## config.mk

```make
export PLATFORM = sky130hd
export DESIGN_NAME = pa_fdsu_iter_ctrl
export DESIGN_NICKNAME = d
export VERILOG_FILES = /design/src/rtl/pa_fdsu_pkg.sv /design/src/rtl/pa_fdsu_iter_cnt.sv /design/src/rtl/pa_fdsu_iter_ctrl.sv
export SDC_FILE = /design/constraint.sdc
export NUM_CORES = 1
export LEC_CHECK = 0
export CAP_MARGIN = 40
export CORE_MARGIN = 2
export CORE_UTILIZATION = 35
export CTS_CLUSTER_SIZE = 16
export DETAILED_ROUTE_END_ITERATION = 7
export PLACE_DENSITY_LB_ADDON = 0.05
export SLEW_MARGIN = 20
export SYNTH_ARGS = -nofsm -noshare
export SYNTH_HDL_FRONTEND = slang
export SYNTH_HIERARCHICAL = 1
export SYNTH_SLANG_ARGS = --single-unit
```

## constraint.sdc

```tcl
create_clock -name forever_cpuclk -period 2.5 [get_ports forever_cpuclk]
set_input_delay 0.25 -clock forever_cpuclk [delete_from_list [all_inputs] [get_ports forever_cpuclk]]
set_output_delay 0.25 -clock forever_cpuclk [all_outputs]
set_load 0.1 [all_outputs]
```

## src/rtl/pa_fdsu_pkg.sv

```systemverilog
// ---------------------------------------------------------------------------
// pa_fdsu_pkg
// Shared definitions for the FDSU (floating-point divide / square-root)
// iteration control slice.
//   fdsu_state_e   : control FSM state encoding (IDLE, PREP, ITER, RND, WB)
//   FDSU_ITER_NUM  : number of SRT iterations for a full-length operation
//   FDSU_CNT_W     : width of the SRT iteration counter
//   FDSU_CNT_INIT  : counter value loaded on entry to ITER (counts down to 0)
// ---------------------------------------------------------------------------
package pa_fdsu_pkg;

    localparam int FDSU_ITER_NUM = 13;
    localparam int FDSU_CNT_W    = 4;

    // The counter runs FDSU_ITER_NUM-1 down to 0 inclusive, i.e. one ITER
    // cycle per iteration.
    localparam logic [FDSU_CNT_W-1:0] FDSU_CNT_INIT = FDSU_CNT_W'(FDSU_ITER_NUM - 1);

    typedef enum logic [2:0] {
        IDLE = 3'd0,
        PREP = 3'd1,
        ITER = 3'd2,
        RND  = 3'd3,
        WB   = 3'd4
    } fdsu_state_e;

endpackage : pa_fdsu_pkg

```

## src/rtl/pa_fdsu_iter_cnt.sv

```systemverilog
// ---------------------------------------------------------------------------
// pa_fdsu_iter_cnt
// Down-counter tracking the remaining SRT iterations.
// Ports:
//   clk       in   clock, all state on rising edge
//   srst      in   synchronous active-high reset (counter -> 0)
//   load      in   load FDSU_CNT_INIT (takes priority over dec)
//   dec       in   decrement by one (saturates at zero)
//   cnt       out  current count
//   cnt_zero  out  count equals zero
// ---------------------------------------------------------------------------
module pa_fdsu_iter_cnt
    import pa_fdsu_pkg::*;
(
    input  logic                  clk,
    input  logic                  srst,
    input  logic                  load,
    input  logic                  dec,
    output logic [FDSU_CNT_W-1:0] cnt,
    output logic                  cnt_zero
);

    logic [FDSU_CNT_W-1:0] cnt_reg;
    logic [FDSU_CNT_W-1:0] cnt_next;

    assign cnt_zero = (cnt_reg == '0);
    assign cnt      = cnt_reg;

    // The last ITER cycle sees the count at zero; saturating there keeps the
    // held value meaningful (0) once the FSM has moved on to RND.
    always_comb begin
        cnt_next = cnt_reg;
        if (load) begin
            cnt_next = FDSU_CNT_INIT;
        end else if (dec && !cnt_zero) begin
            cnt_next = cnt_reg - 1'b1;
        end
    end

    always_ff @(posedge clk) begin
        if (srst) begin
            cnt_reg <= '0;
        end else begin
            cnt_reg <= cnt_next;
        end
    end

endmodule : pa_fdsu_iter_cnt

```

## src/rtl/pa_fdsu_iter_ctrl.sv

```systemverilog
// ---------------------------------------------------------------------------
// pa_fdsu_iter_ctrl
// Control FSM sequencing one FP divide / square-root operation through
// PREP (denormal normalisation), ITER (SRT iterations), RND (rounding) and
// WB (writeback handshake).
//
// Optional feature: define FDSU_EARLY_TERM_EN to let a zero partial
// remainder (srt_rem_zero) end the iteration phase early. When undefined,
// srt_rem_zero is ignored and every op runs the full 13 iterations.
//
// Ports:
//   forever_cpuclk   in   clock, all state on rising edge
//   cpurst           in   synchronous active-high reset
//   ex1_start        in   new op valid in EX1
//   ex1_div/ex1_sqrt in   op type (both set behaves as divide)
//   ex1_special      in   result already known, skip straight to WB
//   ex1_op0_id       in   operand 0 denormal, needs PREP cycle
//   ex1_op1_id_vld   in   operand 1 denormal, needs PREP cycle
//   srt_rem_zero     in   partial remainder zero (early termination)
//   wb_ack           in   writeback accepted (only honoured in WB)
//   flush            in   kill in-flight op, return to IDLE
//   ex1_ready        out  idle, can accept a new op
//   fdsu_busy        out  op in flight
//   ex1_pipedown     out  op accepted this cycle
//   srt_first_round  out  first ITER cycle
//   srt_iter_vld     out  in ITER
//   srt_cnt[3:0]     out  remaining iteration count
//   rnd_vld          out  in RND
//   wb_vld           out  in WB, result valid
//   wb_special       out  current result came from the special path
// ---------------------------------------------------------------------------
module pa_fdsu_iter_ctrl
    import pa_fdsu_pkg::*;
(
    input  logic                  forever_cpuclk,
    input  logic                  cpurst,
    input  logic                  ex1_start,
    input  logic                  ex1_div,
    input  logic                  ex1_sqrt,
    input  logic                  ex1_special,
    input  logic                  ex1_op0_id,
    input  logic                  ex1_op1_id_vld,
    input  logic                  srt_rem_zero,
    input  logic                  wb_ack,
    input  logic                  flush,
    output logic                  ex1_ready,
    output logic                  fdsu_busy,
    output logic                  ex1_pipedown,
    output logic                  srt_first_round,
    output logic                  srt_iter_vld,
    output logic [FDSU_CNT_W-1:0] srt_cnt,
    output logic                  rnd_vld,
    output logic                  wb_vld,
    output logic                  wb_special
);

    fdsu_state_e state_reg;
    fdsu_state_e state_next;

    logic        op_accept;
    logic        cnt_load;
    logic        cnt_dec;
    logic        cnt_zero;
    logic        early_exit;
    logic        wb_special_reg;

    // Only a recognised op type is taken; flush in the same cycle wins.
    assign op_accept = (state_reg == IDLE) && ex1_start
                       && (ex1_div || ex1_sqrt) && !flush;

    assign srt_iter_vld    = (state_reg == ITER);
    assign srt_first_round = srt_iter_vld && (srt_cnt == FDSU_CNT_INIT);

`ifdef FDSU_EARLY_TERM_EN
    // The first round's remainder reflects the unshifted operand, so a zero
    // there is not a valid termination signal.
    assign early_exit = srt_rem_zero && !srt_first_round;
`else
    logic unused_rem_zero;
    assign unused_rem_zero = srt_rem_zero;
    assign early_exit      = 1'b0;
`endif

    // Next-state logic
    always_comb begin
        state_next = state_reg;
        unique case (state_reg)
            IDLE: begin
                if (op_accept) begin
                    if (ex1_special) begin
                        state_next = WB;
                    end else if (ex1_op0_id || ex1_op1_id_vld) begin
                        state_next = PREP;
                    end else begin
                        state_next = ITER;
                    end
                end
            end
            PREP: state_next = ITER;
            ITER: begin
                if (cnt_zero || early_exit) begin
                    state_next = RND;
                end
            end
            RND:  state_next = WB;
            WB: begin
                if (wb_ack) begin
                    state_next = IDLE;
                end
            end
            default: state_next = IDLE;
        endcase
        // Flush dominates every other transition.
        if (flush) begin
            state_next = IDLE;
        end
    end

    always_ff @(posedge forever_cpuclk) begin
        if (cpurst) begin
            state_reg <= IDLE;
        end else begin
            state_reg <= state_next;
        end
    end

    // The result-kind flag is captured at accept and held for the whole op
    // so downstream logic can read it alongside wb_vld.
    always_ff @(posedge forever_cpuclk) begin
        if (cpurst) begin
            wb_special_reg <= 1'b0;
        end else if (op_accept) begin
            wb_special_reg <= ex1_special;
        end
    end

    // Load on the transition into ITER (from IDLE or PREP), count while in it.
    assign cnt_load = (state_next == ITER) && (state_reg != ITER);
    assign cnt_dec  = (state_reg == ITER);

    pa_fdsu_iter_cnt u_iter_cnt (
        .clk      (forever_cpuclk),
        .srst     (cpurst),
        .load     (cnt_load),
        .dec      (cnt_dec),
        .cnt      (srt_cnt),
        .cnt_zero (cnt_zero)
    );

    assign ex1_ready    = (state_reg == IDLE);
    assign fdsu_busy    = !ex1_ready;
    assign ex1_pipedown = op_accept;
    assign rnd_vld      = (state_reg == RND);
    assign wb_vld       = (state_reg == WB);
    assign wb_special   = wb_special_reg;

endmodule : pa_fdsu_iter_ctrl
```

==> results.txt <==
gpl congestion: 0.7542
RR Startpoint: state_reg[0]
GRT Util Overall: 13.57%
Ports: 23
Worst Tran Pin Value: 0.4501 ns
MaxCap Viol Count: 0
CTS buffer count: 3
port bufs: 21
Critical Path Source Type: register
Routed WL: 1117 um
n_diodes: 0
combinational group share of total power: 26.5%
Period minus WS final: 2.074 ns
internal power: 0.0002166 W
post-synthesis mux area share: 3.922%
post-route core utilization: 56.85%
hold_sp: wb_special
Fin Hold WS: 0.4911 ns
Seq pwr share: 42.5%
synth warn: 6
clock power share: 31.0%
R2R Setup Slk: 0.43 ns
Power Density: 414.0 mW/mm^2
largest family of logic cells by synthesized area: simple AND/OR/NAND/NOR gates
reg2reg end: u_iter_cnt/cnt[0]
# fillers: 130
vias in the first global route: 426
Simple-Gate Fraction of Synth Area: 38.73%
setup total negative slack: 0 ns
hpwl dp: 882.2 um
Final ANT Viol Nets: 0
Synth Area in XOR/XNOR: 1.716%
Fmax achieved: 0.4821 GHz
Largest register FFs: 4
Die Height: 42.19 um
Yosys top cell area share: 31.37%
largest net degree at the start of global routing: 10
first-pass GRT wire length: 1800 um
# setup viols final: 0
Switching Fraction: 31.00%
RSZ-0062 raised after global routing: no
relative slew slack: 69.86%
crit end category: register
cell taking the most area after synthesis: dfxtp_1
Synth Area in Compound Gates: 14.22%
vias: 508
die area: 0.001780 sq mm
clk buf depth: 2
CP Class: reg -> reg
Seq/Total Area, Yosys: 31.37%
Mapped Nets: 71
core area: 0.001334 sq mm
LEAKAGE: 0.3112 nW
Die W: 42.19 um
CP required: 2.69 ns
Vias per Instance: 5.184
Synth area leaders: dfxtp_1, nor2_1, a21oi_1
commonest non-fill, non-tap cells in the layout: buf_4, clkdlybuf4s50_1, nor2_1
Synth Instances: 59
clk_skew: 0.006262 ns
share of cells above drive strength 1: 31.33%
hold worst-path end: wb_special
clock transition at the registers of the reported paths: 0.06 ns
grt ovf: 0
worst-path fanout max: 8
NetSw: 0.00009730 W
site row count: 13
WP data arrival: 2.26 ns
wire per inst: 11.40 um
post_cts resized: 0
Hold Path Class: reg -> reg
status: complete, no violations
clock latency on the worst-skew pair: 0.25 ns
Avg Cell Area, Syn: 8.652 sq um
CTS root buf: clkbuf_4
adder-cell share of the synthesized area: 2.451%
Post-Syn Area: 510.5 sq um
Detailed Routing Iterations Pass 1: 5
CTS tree: built
path depth of the worst reg2reg path: 6
fin. max-slew vios: 0
Synth cell types: 32
DRC viols: 0
Iter 0 DRT Violations: 14
number of post-CTS setup repair buffers: 0
htree depth: 1
final period utilization: 82.98%
initial antenna violation count: 0
hold path depth: 2
final layout net count: 97
Initial Util: 38.27%
Synth Register Bits: 8
area delta synth->final: 48.53%
Sink Count: 8
final hold violations: 0
hold buffer count at cts: 0
maximum VDD drop: 0.2465 mV
most common cell after layout, fill and taps aside: buf_4
area by class of cell:
type | count | area (sq um) | area share [%]
Timing Repair Buffer | 22 | 200.2 | 26.40
Clock buffer | 3 | 22.52 | 2.970
Inverter | 7 | 27.53 | 3.630
Multi-Input combinational cell | 43 | 327.8 | 43.23
Tap cell | 15 | 18.77 | 2.475
Sequential cell | 8 | 161.4 | 21.29
power by group through the flow:
stage,combinational (W),sequential [W],clock (W)
global placement,0.0000836,0.000136,0
global route,0.0000878,0.000134,0.000109
finish,0.0000832,0.000133,0.0000972
detailed placement,0.0000835,0.000136,0
CTS,0.0000837,0.000133,0.000102
floorplan,0.0000412,0.000148,0
cell usage after synthesis:
cell type / count
a21boi_1: 1
a21oi_1: 5
a221o_1: 1
a31oi_1: 1
and3_1: 2
and3b_1: 1
and4_1: 1
and4b_1: 1
buf_6: 1
clkinv_2: 1
dfxtp_1: 8
ha_1: 1
inv_1: 5
inv_2: 1
mux2i_1: 2
nand2_1: 1
nand3_1: 2
nand3b_1: 1
nor2_1: 8
nor2b_1: 1
nor3_1: 1
nor3b_1: 2
nor3b_2: 1
nor4_1: 1
nor4b_2: 1
nor4b_4: 1
o2111ai_1: 1
o21ai_0: 1
o21ai_1: 2
or3_4: 1
or3b_4: 1
xnor2_1: 1
through the flow:
step / area, sq um / instances / power (W) / setup slack, ns
floorplan: 528.0 / 59 / 0.0001890 / -0.4640
global placement: 735.7 / 95 / 0.0002197 / 0.3655
detailed placement: 735.7 / 95 / 0.0002196 / 0.3826
CTS: 758.2 / 98 / 0.0003188 / 0.4274
global route: 758.2 / 98 / 0.0003300 / 0.2875
finish: 758.2 / 98 / 0.0003139 / 0.4256
kinds of logic after synthesis:
logic type                 count (synthesis)
and+or+nand+nor                           27
muxes                                      2
xor gates and xnor gates                   1
AOI/OAI and AO/OA                         12
buffers and inverters                      8
DFF                                        8
adders and majority gates                  1
layer usage:
| metal | track usage (%) | wire length (um) | up-vias | part of all wire, % |
|---|---|---|---|---|
| met5 | 0 | 0 | - | 0 |
| met4 | 3.750 | 8 | 0 | 0.72 |
| met3 | 7.759 | 64 | 2 | 5.7 |
| met2 | 18.46 | 503 | 11 | 45 |
| met1 | 18.04 | 540 | 232 | 48 |
| li1 | - | - | 263 | - |
critical path: stages (launching register included):
cell       delay, ns
dfxtp_1         0.41
or3_4           0.39
nor4b_4         0.47
o2111ai_1       0.21
nor3b_2         0.21
nor2_1          0.16
a21boi_1        0.16
how the worst max path moves through the flow:
| stage | start | to | slack, ns | cells past startpoint |
|---|---|---|---|---|
| final | state_reg[0] | u_iter_cnt/cnt[0] | 0.43 | 6 |
| after global routing | state_reg[0] | u_iter_cnt/cnt[0] | 0.29 | 6 |
| after global placement | flush | u_iter_cnt/cnt[0] | 0.37 | 6 |
| after floorplan | state_reg[0] | u_iter_cnt/cnt[1] | -0.46 | 7 |
| after CTS | state_reg[0] | u_iter_cnt/cnt[0] | 0.43 | 6 |
| after detailed placement | flush | u_iter_cnt/cnt[0] | 0.38 | 6 |
(Power assumes the default switching activity.)
